$ cat src/rtl/fetch_unit_pkg.sv
// Shared fetch/decode constants: opcode field layout, halt opcode, default PC step.
package fetch_unit_pkg;

  localparam int          DATA_W_DEF  = 16;
  localparam int          ADDR_W_DEF  = 16;
  localparam int          PC_STEP_DEF = 2;
  localparam int          OPCODE_W    = 4;
  localparam logic [3:0]  OP_HALT     = 4'b1111;

  typedef enum logic {
    ST_RUN,
    ST_HALTED
  } fetch_state_e;

endpackage

$ cat src/rtl/fetch_queue.sv
// Prefetch FIFO of {pc, instr}; registered head, no bypass (push visible next cycle).
// Flush empties it in one cycle; caller guarantees no push while full unless popping.
module fetch_queue #(
  parameter int WIDTH = 32,
  parameter int DEPTH = 4
) (
  input  logic                     clk,
  input  logic                     rst,
  input  logic                     push,
  input  logic [WIDTH-1:0]         push_data,
  input  logic                     pop,
  input  logic                     flush,
  output logic [WIDTH-1:0]         head,
  output logic [$clog2(DEPTH):0]   count,
  output logic                     full,
  output logic                     empty
);

  localparam int AW = $clog2(DEPTH);
  localparam int CW = AW + 1;

  logic [WIDTH-1:0] mem [DEPTH];
  logic [AW-1:0]    wr_ptr;
  logic [AW-1:0]    rd_ptr;
  logic             do_pop;

  assign do_pop = pop && !empty;
  assign empty  = (count == '0);
  assign full   = (count == CW'(DEPTH));
  assign head   = mem[rd_ptr];

  always_ff @(posedge clk) begin
    if (rst || flush) begin
      wr_ptr <= '0;
      rd_ptr <= '0;
      count  <= '0;
    end else begin
      if (push)   wr_ptr <= wr_ptr + AW'(1);
      if (do_pop) rd_ptr <= rd_ptr + AW'(1);
      count <= count + CW'(push) - CW'(do_pop);
    end
  end

  always_ff @(posedge clk) begin
    if (push && !flush) mem[wr_ptr] <= push_data;
  end

endmodule

$ cat src/rtl/fetch_unit.sv
// Instruction fetch front end: credit-limited pipelined imem requests into a prefetch queue.
// Response-to-decoder latency 1 cycle; issue stops when queue + in-flight reach DEPTH.
module fetch_unit
  import fetch_unit_pkg::*;
#(
  parameter int                DATA_W   = DATA_W_DEF,
  parameter int                ADDR_W   = ADDR_W_DEF,
  parameter int                DEPTH    = 4,
  parameter int                PC_STEP  = PC_STEP_DEF,
  parameter logic [ADDR_W-1:0] RESET_PC = '0,
  parameter logic [3:0]        HALT_OP  = OP_HALT
) (
  input  logic              clk,
  input  logic              rst,
  output logic              imem_req,
  output logic [ADDR_W-1:0] imem_addr,
  input  logic              imem_ready,
  input  logic              imem_rvalid,
  input  logic [DATA_W-1:0] imem_rdata,
  output logic              if_valid,
  output logic [DATA_W-1:0] if_instr,
  output logic [ADDR_W-1:0] if_pc,
  input  logic              id_ready,
  input  logic              br_taken,
  input  logic [ADDR_W-1:0] br_target,
  output logic              hlt
);

  localparam int CW = $clog2(DEPTH) + 1;
  localparam int QW = ADDR_W + DATA_W;

  typedef logic [CW-1:0] cnt_t;

  fetch_state_e      state_q, state_d;
  logic [ADDR_W-1:0] pc_q;
  logic [ADDR_W-1:0] resp_pc;
  cnt_t              outstanding;
  cnt_t              drop;
  cnt_t              count;
  logic              halt_seen;
  logic              q_full, q_empty;
  logic [QW-1:0]     head;
  logic [CW:0]       credit;
  logic              run, redirect, accept, rsp, push, pop, head_halt, rdata_halt;

  assign run        = (state_q == ST_RUN) && !rst;
  assign redirect   = run && br_taken;
  assign credit     = {1'b0, count} + {1'b0, outstanding};
  assign imem_req   = run && !halt_seen && !br_taken && (credit < (CW+1)'(DEPTH));
  assign imem_addr  = pc_q;
  assign accept     = imem_req && imem_ready;

  // A response with nothing in flight is a protocol violation and is dropped.
  assign rsp        = imem_rvalid && (outstanding != '0) && !rst;
  assign push       = rsp && (drop == '0) && !redirect;
  assign rdata_halt = (imem_rdata[DATA_W-1 -: OPCODE_W] == HALT_OP);

  assign {if_pc, if_instr} = head;
  assign if_valid   = run && !q_empty;
  assign head_halt  = (if_instr[DATA_W-1 -: OPCODE_W] == HALT_OP);
  assign pop        = if_valid && id_ready && !redirect;
  assign hlt        = (state_q == ST_HALTED) && !rst;

  fetch_queue #(
    .WIDTH (QW),
    .DEPTH (DEPTH)
  ) u_queue (
    .clk       (clk),
    .rst       (rst),
    .push      (push),
    .push_data ({resp_pc, imem_rdata}),
    .pop       (pop),
    .flush     (redirect),
    .head      (head),
    .count     (count),
    .full      (q_full),
    .empty     (q_empty)
  );

  always_comb begin
    state_d = state_q;
    if (state_q == ST_RUN && pop && head_halt) state_d = ST_HALTED;
  end

  always_ff @(posedge clk) begin
    if (rst) begin
      state_q     <= ST_RUN;
      pc_q        <= RESET_PC;
      resp_pc     <= RESET_PC;
      outstanding <= '0;
      drop        <= '0;
      halt_seen   <= 1'b0;
    end else begin
      state_q     <= state_d;
      outstanding <= outstanding + cnt_t'(accept) - cnt_t'(rsp);
      if (redirect) begin
        // Everything still in flight after this cycle belongs to the old path.
        pc_q      <= br_target;
        resp_pc   <= br_target;
        drop      <= outstanding - cnt_t'(rsp);
        halt_seen <= 1'b0;
      end else begin
        if (accept)                pc_q <= pc_q + ADDR_W'(PC_STEP);
        if (rsp && drop != '0)     drop <= drop - cnt_t'(1);
        if (push) begin
          resp_pc <= resp_pc + ADDR_W'(PC_STEP);
          if (rdata_halt) halt_seen <= 1'b1;
        end
      end
    end
  end

  always_ff @(posedge clk) begin
    if (!rst) begin
      assert (!(imem_rvalid && outstanding == '0));
      assert (!(push && q_full && !pop));
    end
  end

endmodule

$ cat config.mk
export PLATFORM = sky130hd
export DESIGN_NAME = fetch_unit
export DESIGN_NICKNAME = d
export VERILOG_FILES = /design/src/rtl/fetch_unit_pkg.sv /design/src/rtl/fetch_queue.sv /design/src/rtl/fetch_unit.sv
export SDC_FILE = /design/constraint.sdc
export NUM_CORES = 1
export LEC_CHECK = 0
export CORE_UTILIZATION = 41
export CTS_BUF_LIST = sky130_fd_sc_hd__clkbuf_8
export DETAILED_ROUTE_END_ITERATION = 10
export MAX_ROUTING_LAYER = met4
export SLEW_MARGIN = 40
export SYNTH_ARGS = -nofsm -noshare
export SYNTH_HDL_FRONTEND = slang
export SYNTH_HIERARCHICAL = 1
export SYNTH_SLANG_ARGS = --single-unit
$ cat constraint.sdc
create_clock -name clk -period 2.55 [get_ports clk]
set_clock_uncertainty 0.1 [all_clocks]
set_input_delay 0.51 -clock clk [delete_from_list [all_inputs] [get_ports clk]]
set_output_delay 0.51 -clock clk [all_outputs]
set_load 0.01 [all_outputs]
==> parameters.txt <==
Parameter                              Value

CTS
  CTS tree ... yes
  Clock slew at the register clock pins of the worst setup and hold paths ... 90 ps
  Worst-Skew Late Latency ... 450 ps
  Max H-tree Level ... 4
  Sink Count ... 176
  Clock root buffer master ... sky130_fd_sc_hd__clkbuf_8
  TritonCTS buffer count ... 17
  Max clock buf depth ... 2

Global routing
  Pin count of the biggest net entering global routing ... 46
  GRT Util Overall ... 18.3%
  Global route total overflow ... 0
  Wire length of the first global-routing pass ... 24500 um
  Initial antenna violation count ... 0
  Number of global-route vias before repair ... 4588

Hold path
  Hold/Removal Path Class ... reg2reg
  Hold Path Cell Cnt ... 2

Placed design
  Dpl cells ... 812
  DP HPWL ... 10100 um
  Worst slack at placement ... -448 ps
  Routability cong. ... around 0.85
  Buffers added on ports ... 88
  Placed inst area ... between 8000 and 9000 sq um

Critical path
  Required time reported for the critical path endpoint ... 1940 ps
  Depth of the critical timing path with buffers and inverters included ... 4
  Cell with the largest stage delay on the worst path ... sky130_fd_sc_hd__mux4_2
  Critical Path Sink Type ... output port
  Buffers plus inverters on the worst setup path ... 3
  Critical path start-end classification ... reg2out
  R2R depth ... 13
  Worst path top cell family by delay ... multiplexers
  Worst Path Arrival ... 1850 ps
  Maximum fanout along the worst path ... 8
  Series of cell instances along the critical path ... buf_4, buf_12, mux4_2, clkdlybuf4s15_1
  Startpoint kind of the worst setup timing path ... register
  Largest stage delay on the critical path ... 530 ps

Floorplanning
  Placement row count ... 48
  Top-Level Pins ... 89
  Horizontal extent of the die ... 137 um
  Area of the core region ... 17500 sq um
  Initial core utilization ... 42.5%
  Height of the die ... 137 um
  Full die area ... 18700 sq um

Finish
  Signed area change from the synthesized netlist to the final layout ... 23.8%
  Final antenna diode count ... 0
  Number of nets at the end of the flow ... 665
  Final-layout fill cell count ... 1462
  Commonest non-fill, non-tap cell in the layout ... sky130_fd_sc_hd__edfxtp_1
  Post-layout instance area ... 9220 sq um
  Share of post-route cells with drive strength above 1 ... 22.3%
  Finished Layout Cells ... 847
  Commonest non-fill, non-tap cells in the layout ... sky130_fd_sc_hd__edfxtp_1, sky130_fd_sc_hd__clkdlybuf4s50_1, sky130_fd_sc_hd__dfxtp_1

Detailed routing
  Total iterations of the first detailed-routing run ... 5
  Via density per instance ... 5.36
  First-iteration detailed-routing DRC count ... between 300 and 400
  Detailed-route DRC error count ... 0
  Routed len/inst ... 17.9 um
  Routed Wire Length ... 15200 um
  Number of vias after detailed routing ... about 4500
  Final antenna-violating net count ... 0

Synth
  Post-Synthesis Mean Instance Area ... 15.4 sq um
  Syn nets ... about 540
  Number of warning messages in the yosys log ... 6
  Post-synthesis cell area ... 7450 sq um
  Cells after synthesis ... 485

Power and ir drop
  Register share of total power ... between 50% and 60%
  Leak ... 3.10 nW
  Net Switching ... approximately 1.4 mW
  Worst-case vdd ir drop ... 0.000369 V
  Sw frac ... 23.7%
  Areal power density over the cells ... 652 nW/um^2
  Share of total power in the clock network ... 33.1%
  Cell internal pwr ... 4.58 mW
  Logic gate share of total power ... 12.2%

Job
  Count of maximum capacitance violations ... 0

Timing
  Post-layout minimum cycle time ... 2460 ps
  Setup repair after global routing missed its margin ... false
  Count of endpoints failing setup in the final report ... 0
  Maximum achievable frequency ... 407 MHz
  Final worst slack ... about 91 ps
  Setup TNS after final layout ... 0 ps
  Final Cycle Share ... 96.4%
  Number of failing hold endpoints at the final stage ... 0
  Final hold slack ... approximately 420 ps
  Max-Slew Margin vs Limit ... 67.5%
  Max-slew violation count ... 0
  Transition time at the pin with the least slew margin ... 488 ps

Outcome
  Run status ... finished, final reports clean
[state kept, by name, indices dropped and copies added, names as in the netlist, named ones only]
register	flops
u_queue/mem	128
imem_addr	16
resp_pc	15
drop	3
outstanding	3
u_queue/count	3
u_queue/rd_ptr	2
u_queue/wr_ptr	2
halt_seen	1
state_q	1
[metrics by stage]
stage          total power [mW]  util (%)
2_1_floorplan              3.73         -
3_3_place_gp               4.08      50.4
3_5_place_dp               4.10      50.4
4_1_cts                    6.06      52.8
5_1_grt                    6.29      52.6
6_report                   6.01      52.6
[worst register-to-register path, cell delays in order (launching register included)]
cell	delay, ps
sky130_fd_sc_hd__dfxtp_1	330
sky130_fd_sc_hd__inv_1	80
sky130_fd_sc_hd__ha_2	190
sky130_fd_sc_hd__and4bb_2	240
sky130_fd_sc_hd__nand2_1	80
sky130_fd_sc_hd__nor2_2	110
sky130_fd_sc_hd__inv_1	60
sky130_fd_sc_hd__ha_1	280
sky130_fd_sc_hd__inv_1	50
sky130_fd_sc_hd__ha_1	130
sky130_fd_sc_hd__inv_1	50
sky130_fd_sc_hd__fa_2	330
sky130_fd_sc_hd__xnor3_1	170
sky130_fd_sc_hd__nor3_1	120
[repair_timing]
| item | in CTS | in global routing |
|---|---|---|
| gates resized for setup | 89 | 10 |
| endpoints found under the setup margin | 35 | 17 |
| cloned | 2 | 0 |
| hold buffers | 0 | 0 |
| buffers inserted | 3 | 0 |
[worst paths after layout]
check	start	to	slack, ps
setup / recovery	register	if_pc[1]	90
hold / removal	imem_addr[15]	imem_addr[15]	420
setup reg to reg	drop[0]	u_queue/count[2]	150
hold reg to reg	imem_addr[15]	imem_addr[15]	420
[cell type report]
type	count	area (sq um)	area share, %
flip-flops and latches	176	4810	52.2
inverters	18	72.6	0.787
repair buffers	128	1220	13.2
clock inverters	13	161	1.75
well taps	225	282	3.05
multi-input cells	268	2410	26.2
clock buffers	19	262	2.84
[metal layers]
| layer | track usage (%) | up-vias | wire length, um |
|---|---|---|---|
| met3 | 4.81 | 11 | 958 |
| met4 | 5.25 | 0 | 127 |
| met2 | 27.0 | 149 | 6820 |
| met5 | - | - | 0 |
| li1 | - | 2166 | - |
| met1 | 24.9 | 2215 | 7270 |
[power groups by stage]
stage | clock network [mW] | registers [mW] | logic, mW
2_1_floorplan | 0 | 3.32 | 0.401
3_3_place_gp | 0 | 3.34 | 0.739
3_5_place_dp | 0 | 3.35 | 0.748
4_1_cts | 2.04 | 3.29 | 0.735
5_1_grt | 2.17 | 3.31 | 0.816
6_report | 1.99 | 3.29 | 0.734
(Power assumes the default switching activity.)
